`src/rtl/intctrl.sv`:
```
// intctrl: edge-triggered interrupt collector that dispatches sources to ready PUs over
// intrqst/intrdy and exposes a single PI1 claim/EOI register. Define INTCTRL_IPI_EN for IPIs.
module intctrl #(
  parameter int unsigned ARCHBITSZ  = 32,
  parameter int unsigned PUCOUNT    = 2,
  parameter int unsigned SRCCOUNT   = 8,
  parameter int unsigned ACKTIMEOUT = 1024
) (
  input  logic                                     clk_i,
  input  logic                                     rst_i,
  input  logic [SRCCOUNT-1:0]                      src_i,
  output logic [PUCOUNT-1:0]                       intrqst_o,
  input  logic [PUCOUNT-1:0]                       intrdy_i,
  input  logic [1:0]                               pi1_op_i,
  input  logic [ARCHBITSZ-$clog2(ARCHBITSZ/8)-1:0] pi1_addr_i,
  input  logic [ARCHBITSZ-1:0]                     pi1_data_i,
  output logic [ARCHBITSZ-1:0]                     pi1_data_o,
  input  logic [ARCHBITSZ/8-1:0]                   pi1_sel_i,
  output logic                                     pi1_rdy_o
);

  localparam int unsigned SW = (SRCCOUNT > 1) ? $clog2(SRCCOUNT) : 1;
  localparam int unsigned PW = (PUCOUNT > 1) ? $clog2(PUCOUNT) : 1;
  localparam int unsigned CW = (ACKTIMEOUT > 1) ? $clog2(ACKTIMEOUT) : 1;

  typedef enum logic {
    S_IDLE = 1'b0,
    S_SENT = 1'b1
  } state_t;

  state_t                 r_state, w_state_nxt;
  logic [SRCCOUNT-1:0]    r_src_q;
  logic [SRCCOUNT-1:0]    r_pending, w_pending_nxt;
  logic [SRCCOUNT-1:0]    r_inservice, w_inservice_nxt;
  logic [PUCOUNT-1:0]     r_intrqst, w_intrqst_nxt;
  logic [CW-1:0]          r_cnt, w_cnt_nxt;
  logic [SW-1:0]          r_sel_src, w_sel_src_nxt;
  logic [PW-1:0]          r_sel_pu, w_sel_pu_nxt;
  logic [SW-1:0]          r_src_ptr, w_src_ptr_nxt;
  logic [PW-1:0]          r_pu_ptr, w_pu_ptr_nxt;
  logic [ARCHBITSZ-1:0]   r_data_o, w_data_nxt;

  logic [ARCHBITSZ-1:0]   r_fifo [PUCOUNT];
  logic [PW-1:0]          r_fifo_wr;
  logic [PW-1:0]          r_fifo_rd;
  logic [PW:0]            r_fifo_cnt;

  logic [SRCCOUNT-1:0]    w_edge;
  logic [SRCCOUNT-1:0]    w_elig;
  logic [SRCCOUNT-1:0]    w_take_src;
  logic [SRCCOUNT-1:0]    w_wr_clr;
  logic                   w_src_found;
  logic [SW-1:0]          w_src_idx;
  logic                   w_pu_found;
  logic [PW-1:0]          w_pu_idx;
  logic                   w_fifo_full;
  logic                   w_push;
  logic [ARCHBITSZ-1:0]   w_push_data;
  logic                   w_pop;
  logic                   w_rd;
  logic                   w_wr;
  logic                   w_unused_ok;

`ifdef INTCTRL_IPI_EN
  logic [PUCOUNT-1:0]     r_ipipending, w_ipipending_nxt;
  logic                   r_sel_ipi, w_sel_ipi_nxt;
  logic [PUCOUNT-1:0]     w_ipi_set;
  logic [PUCOUNT-1:0]     w_ipi_clr;
  logic [PUCOUNT-1:0]     w_ipi_cand;
  logic                   w_ipi_found;
  logic [PW-1:0]          w_ipi_pu;
`endif

  function automatic int unsigned wrap_idx(input int unsigned base, input int unsigned off,
                                           input int unsigned modulus);
    int unsigned sum;
    sum = base + off;
    return (sum >= modulus) ? sum - modulus : sum;
  endfunction

  function automatic logic [SW-1:0] src_inc(input logic [SW-1:0] v);
    return (v == SW'(SRCCOUNT - 1)) ? '0 : v + SW'(1);
  endfunction

  function automatic logic [PW-1:0] pu_inc(input logic [PW-1:0] v);
    return (v == PW'(PUCOUNT - 1)) ? '0 : v + PW'(1);
  endfunction

  assign intrqst_o   = r_intrqst;
  assign pi1_data_o  = r_data_o;
  assign pi1_rdy_o   = 1'b1;
  assign w_unused_ok = ^{pi1_addr_i, pi1_sel_i};

  assign w_rd        = pi1_op_i[1];
  assign w_wr        = pi1_op_i[0];
  assign w_edge      = src_i & ~r_src_q;
  assign w_elig      = r_pending & ~r_inservice;
  assign w_fifo_full = (r_fifo_cnt == (PW+1)'(PUCOUNT));
  assign w_pop       = w_rd && (r_fifo_cnt != '0);

  // Round-robin pick of an eligible source and of a ready PU.
  always_comb begin
    w_src_found = 1'b0;
    w_src_idx   = '0;
    for (int unsigned i = 0; i < SRCCOUNT; i++) begin
      if (!w_src_found && w_elig[SW'(wrap_idx(32'(r_src_ptr), i, SRCCOUNT))]) begin
        w_src_found = 1'b1;
        w_src_idx   = SW'(wrap_idx(32'(r_src_ptr), i, SRCCOUNT));
      end
    end
    w_pu_found = 1'b0;
    w_pu_idx   = '0;
    for (int unsigned i = 0; i < PUCOUNT; i++) begin
      if (!w_pu_found && intrdy_i[PW'(wrap_idx(32'(r_pu_ptr), i, PUCOUNT))]) begin
        w_pu_found = 1'b1;
        w_pu_idx   = PW'(wrap_idx(32'(r_pu_ptr), i, PUCOUNT));
      end
    end
  end

`ifdef INTCTRL_IPI_EN
  // IPIs: MSB-tagged writes target a PU; ready PUs with an IPI pending win over sources.
  assign w_ipi_cand = intrdy_i & r_ipipending;

  always_comb begin
    w_ipi_found = 1'b0;
    w_ipi_pu    = '0;
    for (int unsigned i = 0; i < PUCOUNT; i++) begin
      if (!w_ipi_found && w_ipi_cand[PW'(wrap_idx(32'(r_pu_ptr), i, PUCOUNT))]) begin
        w_ipi_found = 1'b1;
        w_ipi_pu    = PW'(wrap_idx(32'(r_pu_ptr), i, PUCOUNT));
      end
    end
    w_ipi_set = '0;
    if (w_wr && pi1_data_i[ARCHBITSZ-1] && (32'(pi1_data_i[PW-1:0]) < PUCOUNT)) begin
      w_ipi_set[pi1_data_i[PW-1:0]] = 1'b1;
    end
    w_ipipending_nxt = (r_ipipending & ~w_ipi_clr) | w_ipi_set;
  end
`endif

  // Dispatch FSM: IDLE picks (source, PU); SENT waits for the take or the ack timeout.
  always_comb begin
    w_state_nxt   = r_state;
    w_intrqst_nxt = r_intrqst;
    w_cnt_nxt     = r_cnt;
    w_sel_src_nxt = r_sel_src;
    w_sel_pu_nxt  = r_sel_pu;
    w_src_ptr_nxt = r_src_ptr;
    w_pu_ptr_nxt  = r_pu_ptr;
    w_push        = 1'b0;
    w_push_data   = '0;
    w_take_src    = '0;
`ifdef INTCTRL_IPI_EN
    w_sel_ipi_nxt = r_sel_ipi;
    w_ipi_clr     = '0;
`endif
    case (r_state)
      S_IDLE: begin
`ifdef INTCTRL_IPI_EN
        if (w_ipi_found && !w_fifo_full) begin
          w_state_nxt             = S_SENT;
          w_sel_pu_nxt            = w_ipi_pu;
          w_sel_ipi_nxt           = 1'b1;
          w_pu_ptr_nxt            = pu_inc(w_ipi_pu);
          w_cnt_nxt               = '0;
          w_intrqst_nxt           = '0;
          w_intrqst_nxt[w_ipi_pu] = 1'b1;
        end else
`endif
        if (w_src_found && w_pu_found && !w_fifo_full) begin
          w_state_nxt             = S_SENT;
          w_sel_src_nxt           = w_src_idx;
          w_sel_pu_nxt            = w_pu_idx;
          w_src_ptr_nxt           = src_inc(w_src_idx);
          w_pu_ptr_nxt            = pu_inc(w_pu_idx);
          w_cnt_nxt               = '0;
          w_intrqst_nxt           = '0;
          w_intrqst_nxt[w_pu_idx] = 1'b1;
`ifdef INTCTRL_IPI_EN
          w_sel_ipi_nxt           = 1'b0;
`endif
        end
      end
      S_SENT: begin
        if (!intrdy_i[r_sel_pu]) begin
          w_state_nxt   = S_IDLE;
          w_intrqst_nxt = '0;
          w_push        = 1'b1;
`ifdef INTCTRL_IPI_EN
          if (r_sel_ipi) begin
            w_push_data         = ~ARCHBITSZ'(1);
            w_ipi_clr[r_sel_pu] = 1'b1;
          end else
`endif
          begin
            w_push_data           = ARCHBITSZ'(r_sel_src);
            w_take_src[r_sel_src] = 1'b1;
          end
        end else if ((ACKTIMEOUT != 0) && (r_cnt == CW'(ACKTIMEOUT - 1))) begin
          w_state_nxt   = S_IDLE;
          w_intrqst_nxt = '0;
        end else if (ACKTIMEOUT != 0) begin
          w_cnt_nxt = r_cnt + CW'(1);
        end
      end
    endcase
  end

  // EOI writes, edge capture and claim-register read data.
  always_comb begin
    w_wr_clr = '0;
    if (w_wr && (pi1_data_i < ARCHBITSZ'(SRCCOUNT))) begin
      w_wr_clr[SW'(pi1_data_i)] = 1'b1;
    end
    w_inservice_nxt = (r_inservice & ~w_wr_clr) | w_take_src;
    w_pending_nxt   = (r_pending & ~w_take_src) | (w_edge & ~w_inservice_nxt);
    w_data_nxt      = r_data_o;
    if (w_rd) begin
      w_data_nxt = (r_fifo_cnt != '0) ? r_fifo[r_fifo_rd] : '1;
    end
  end

  always_ff @(posedge clk_i or negedge rst_i) begin
    if (!rst_i) begin
      r_state     <= S_IDLE;
      r_src_q     <= '0;
      r_pending   <= '0;
      r_inservice <= '0;
      r_intrqst   <= '0;
      r_cnt       <= '0;
      r_sel_src   <= '0;
      r_sel_pu    <= '0;
      r_src_ptr   <= '0;
      r_pu_ptr    <= '0;
      r_data_o    <= '0;
      r_fifo_wr   <= '0;
      r_fifo_rd   <= '0;
      r_fifo_cnt  <= '0;
      for (int unsigned i = 0; i < PUCOUNT; i++) begin
        r_fifo[i] <= '0;
      end
    end else begin
      r_state     <= w_state_nxt;
      r_src_q     <= src_i;
      r_pending   <= w_pending_nxt;
      r_inservice <= w_inservice_nxt;
      r_intrqst   <= w_intrqst_nxt;
      r_cnt       <= w_cnt_nxt;
      r_sel_src   <= w_sel_src_nxt;
      r_sel_pu    <= w_sel_pu_nxt;
      r_src_ptr   <= w_src_ptr_nxt;
      r_pu_ptr    <= w_pu_ptr_nxt;
      r_data_o    <= w_data_nxt;
      if (w_push) begin
        r_fifo[r_fifo_wr] <= w_push_data;
        r_fifo_wr         <= pu_inc(r_fifo_wr);
      end
      if (w_pop) begin
        r_fifo_rd <= pu_inc(r_fifo_rd);
      end
      r_fifo_cnt <= r_fifo_cnt + (PW+1)'(w_push) - (PW+1)'(w_pop);
    end
  end

`ifdef INTCTRL_IPI_EN
  always_ff @(posedge clk_i or negedge rst_i) begin
    if (!rst_i) begin
      r_ipipending <= '0;
      r_sel_ipi    <= 1'b0;
    end else begin
      r_ipipending <= w_ipipending_nxt;
      r_sel_ipi    <= w_sel_ipi_nxt;
    end
  end
`endif

endmodule

```
`config.mk`:
```
export PLATFORM = sky130hd
export DESIGN_NAME = intctrl
export DESIGN_NICKNAME = d
export VERILOG_FILES = /design/src/rtl/intctrl.sv
export SDC_FILE = /design/constraint.sdc
export NUM_CORES = 1
export LEC_CHECK = 0
export ABC_AREA = 0
export CAP_MARGIN = 20
export CORE_UTILIZATION = 40
export CTS_BUF_LIST = sky130_fd_sc_hd__clkbuf_4 sky130_fd_sc_hd__clkbuf_8
export DETAILED_ROUTE_END_ITERATION = 8
export GPL_TIMING_DRIVEN = 0
export PLACE_DENSITY = 0.7
export RECOVER_POWER = 100
export SLEW_MARGIN = 20
export SYNTH_ARGS = -nofsm -noshare
export SYNTH_HDL_FRONTEND = slang
export SYNTH_SLANG_ARGS = --single-unit
```
`constraint.sdc`:
```
create_clock -name clk_i -period 6.6 [get_ports clk_i]
set_input_delay 0.66 -clock clk_i [delete_from_list [all_inputs] [get_ports clk_i]]
set_output_delay 0.66 -clock clk_i [all_outputs]
set_load 0.05 [all_outputs]
```
==> metrics.md <==
| Metric | Value |
|---|---|
| Post-synthesis sequential area ratio | 39.4% |
| Max-Slew Margin vs Limit | -108% |
| Share of layout cells above drive strength 1 | 14.0% |
| Postcts setup bufs | 0 |
| Area of the core | 8890 sq um |
| PortBufs | 79 |
| Placement Setup Slack | 2.74 ns |
| Non-Filler Instances | 586 |
| Netlist cell types | 56 |
| Overall power | 2.80 mW |
| Maximum clock frequency | 216 MHz |
| Clk_skew | 0.00960 ns |
| Max Root-Sink Buffers | 2 |
| Crit Path Max Fanout | 8 |
| CP startpoint kind | register |
| Critical path type | register to register |
| Chip width | 98.8 um |
| Final WL | 8.74 mm |
| ANT nets after route | 0 |
| Async SR Flop Fraction | 100% |
| Area of the mapped netlist | 3750 sq um |
| I/O pin count | 115 |
| Total CTS buffers | 9 |
| Final core occ | 54.8% |
| Routed wl met2 | 4.09 mm |
| M1 WL | 4.01 mm |
| Period utilization | 70.2% |
| Max IR drop VDD | 0.339 mV |
| Number of synthesized flops with an enable pin | 0 |
| Drt wl/cell | 14.9 um |
| Placed cells | 570 |
| RSZ-0062 raised after global routing | false |
| WHS Path Cells | 2 |
| Reg2reg path depth | 14 |
| TNS Setup | 0 ns |
| Root Driver | clkbuf_8 |
| Setup violators final | 0 |
| Antenna cells | 0 |
| Most used flip-flop cell after synthesis | dfrtp_1 |
| First-pass GRT wire length | 15.0 mm |
| Grt ovf | 0 |
| Failing checks | max-capacitance violations, max-slew violations |
| MaxCap Viol Count | 1 |
| Fin crit period | 4.63 ns |
| Ys Warns | 0 |
| Starting Density | 42.2% |
| Worst hold path class | register to register |
| Seq cells post-synth | 59 |
| DR vias/cell | 5.37 |
| Most frequent cells in the layout | dfrtp_1 (59), dlygate4sd3_1 (45), nand2_1 (37), clkdlybuf4s50_1 (33), nor2_1 (32) |
| Initial antenna violation count | 0 |
| Pins over their slew limit | 60 |
| Router iterations before antenna repair | 4 |
| Gr usage total | 19.1% |
| Hold Path Origin | r_src_q[6]$_DFF_PN0_ |
| R2r startpoint | r_src_ptr[1]$_DFFE_PN0P_ |
| Reg clk slew, reported paths | 0.07 ns |
| Final Worst Setup Slack | 1.97 ns |
| Pin slew with the least headroom to its limit | 3.12 ns |
| Post-CTS sizing | 0 |
| WL met3 | 409 um |
| Chip height | 98.8 um |
| Commonest non-fill, non-tap cell in the layout | dfrtp_1 |
| Row cnt | 34 |
| DR vias | 3146 |
| DRC | 0 |
| Syn Nets | 470 |
| Post-DP HPWL | 6.70 mm |
| CTS sink count | 59 |
| Area Overhead vs Synth | 29.9% |
| Nets | 560 |
| CTS tree | built |
| Pleak | 2.05 nW |
| Worst-Skew Late Latency | 0.33 ns |
| CP Data Arrival Time | 4.84 ns |
| Largest net degree at the start of global routing | 60 |
| Post-CTS Hold Fix Bufs | 0 |
| Post-Syn Instances | 383 |
| DR top layer | met4 |
| Crit path from | r_src_ptr[1]$_DFFE_PN0P_ |
| Req. time, crit path | 6.81 ns |
| Status | complete, but fails checks |
| GPL Wtd Cong | 0.877 |
| Number of global-route vias before repair | 3284 |
| Full die area | 9770 sq um |
| Final Hold Vio Count | 0 |
| Synthesized area per cell | 9.79 sq um |
| Htree depth | 3 |
| PwrDens | 574 nW/um^2 |
| Kind of end point of the critical path | register |
| DR iter-0 viols | 163 |
[metrics by stage]
step / hold slack, ns / instance area [sq um]
global route: 0.518 / 4870
global placement: 0.474 / 4680
CTS: 0.412 / 4920
detailed placement: 0.488 / 4670
finish: 0.497 / 4870
floorplan: 0.364 / 3750
[flip-flops by register name, indices dropped and copies added (netlist names), 2 cells and up]
register	count
r_sel_src	3
r_cnt	10
r_src_q	8
r_fifo	6
intrqst_o	2
r_src_ptr	3
r_inservice	8
r_pending	8
r_fifo_cnt	2
pi1_data_o	4
[critical path, cell delays in order (launching register included)]
cell and delay [ns]:
dfrtp_1 0.49, inv_1 0.21, ha_1 0.31, clkbuf_1 0.30, clkinv_1 0.39, mux4_2 0.61
nor4b_1 0.75, nand2_1 0.20, nor3b_1 0.37, a221o_1 0.22, nand2_1 0.07, ha_1 0.19
ha_1 0.27, nand2_1 0.05, o21ai_0 0.07
[synth_stat cells (9+ instances only)]
library cell,n,area (sq um)
buf_4,29,218
nand2b_1,18,113
o21ai_0,29,145
mux2i_1,19,190
a21oi_1,9,45.0
nand2_1,37,139
mux2_2,9,101
nor2_1,32,120
dfrtp_1,59,1480
[kinds of logic after synthesis]
kind of cell,share of synthesized area (%)
buffers and inverters,8.51
and+or+nand+nor,18.8
DFF,39.4
muxes,13.4
xor gates and xnor gates,3.74
other,0.100
AOI/OAI and AO/OA,13.8
adders and majority gates,2.33
[where the power goes]
| part | switching, mW | leakage (nW) | total, mW | internal (mW) |
|---|---|---|---|---|
| registers | 0.121 | 0.691 | 0.617 | 0.496 |
| logic | 1.04 | 1.24 | 1.77 | 0.734 |
| clock network | 0.144 | 0.126 | 0.405 | 0.262 |
[per-layer routing]
metal | up-vias | global-route usage [%]
li1 | 1532 | -
met1 | 1492 | 24.3
met2 | 101 | 31.3
met3 | 21 | 4.40
met4 | 0 | 8.38
met5 | - | 0
[path summary, 6_finish.rpt]
kind | endpoint | slack, ns
worst max-delay path | r_src_ptr[2]$_DFFE_PN0P_ | 1.97
worst min register to register | r_pending[6]$_DFF_PN0_ | 0.50
min in group asynchronous | r_src_q[2]$_DFF_PN0_ | 1.35
max in group asynchronous | r_fifo[33]$_DFFE_PN0P_ | 3.49
worst max register to register | r_src_ptr[2]$_DFFE_PN0P_ | 1.97
worst min-delay path | r_pending[6]$_DFF_PN0_ | 0.50
[cell type report]
cell class	count	area [sq um]
fill	792	4020
multi-input combinational	275	1920
sequential	59	1480
timing repair buffer	79	785
buffer	39	272
clock buffer	10	138
tap	108	135
clock inverter	6	113
inverter	10	37.5
No activity file was read; power rests on OpenSTA's default activity.
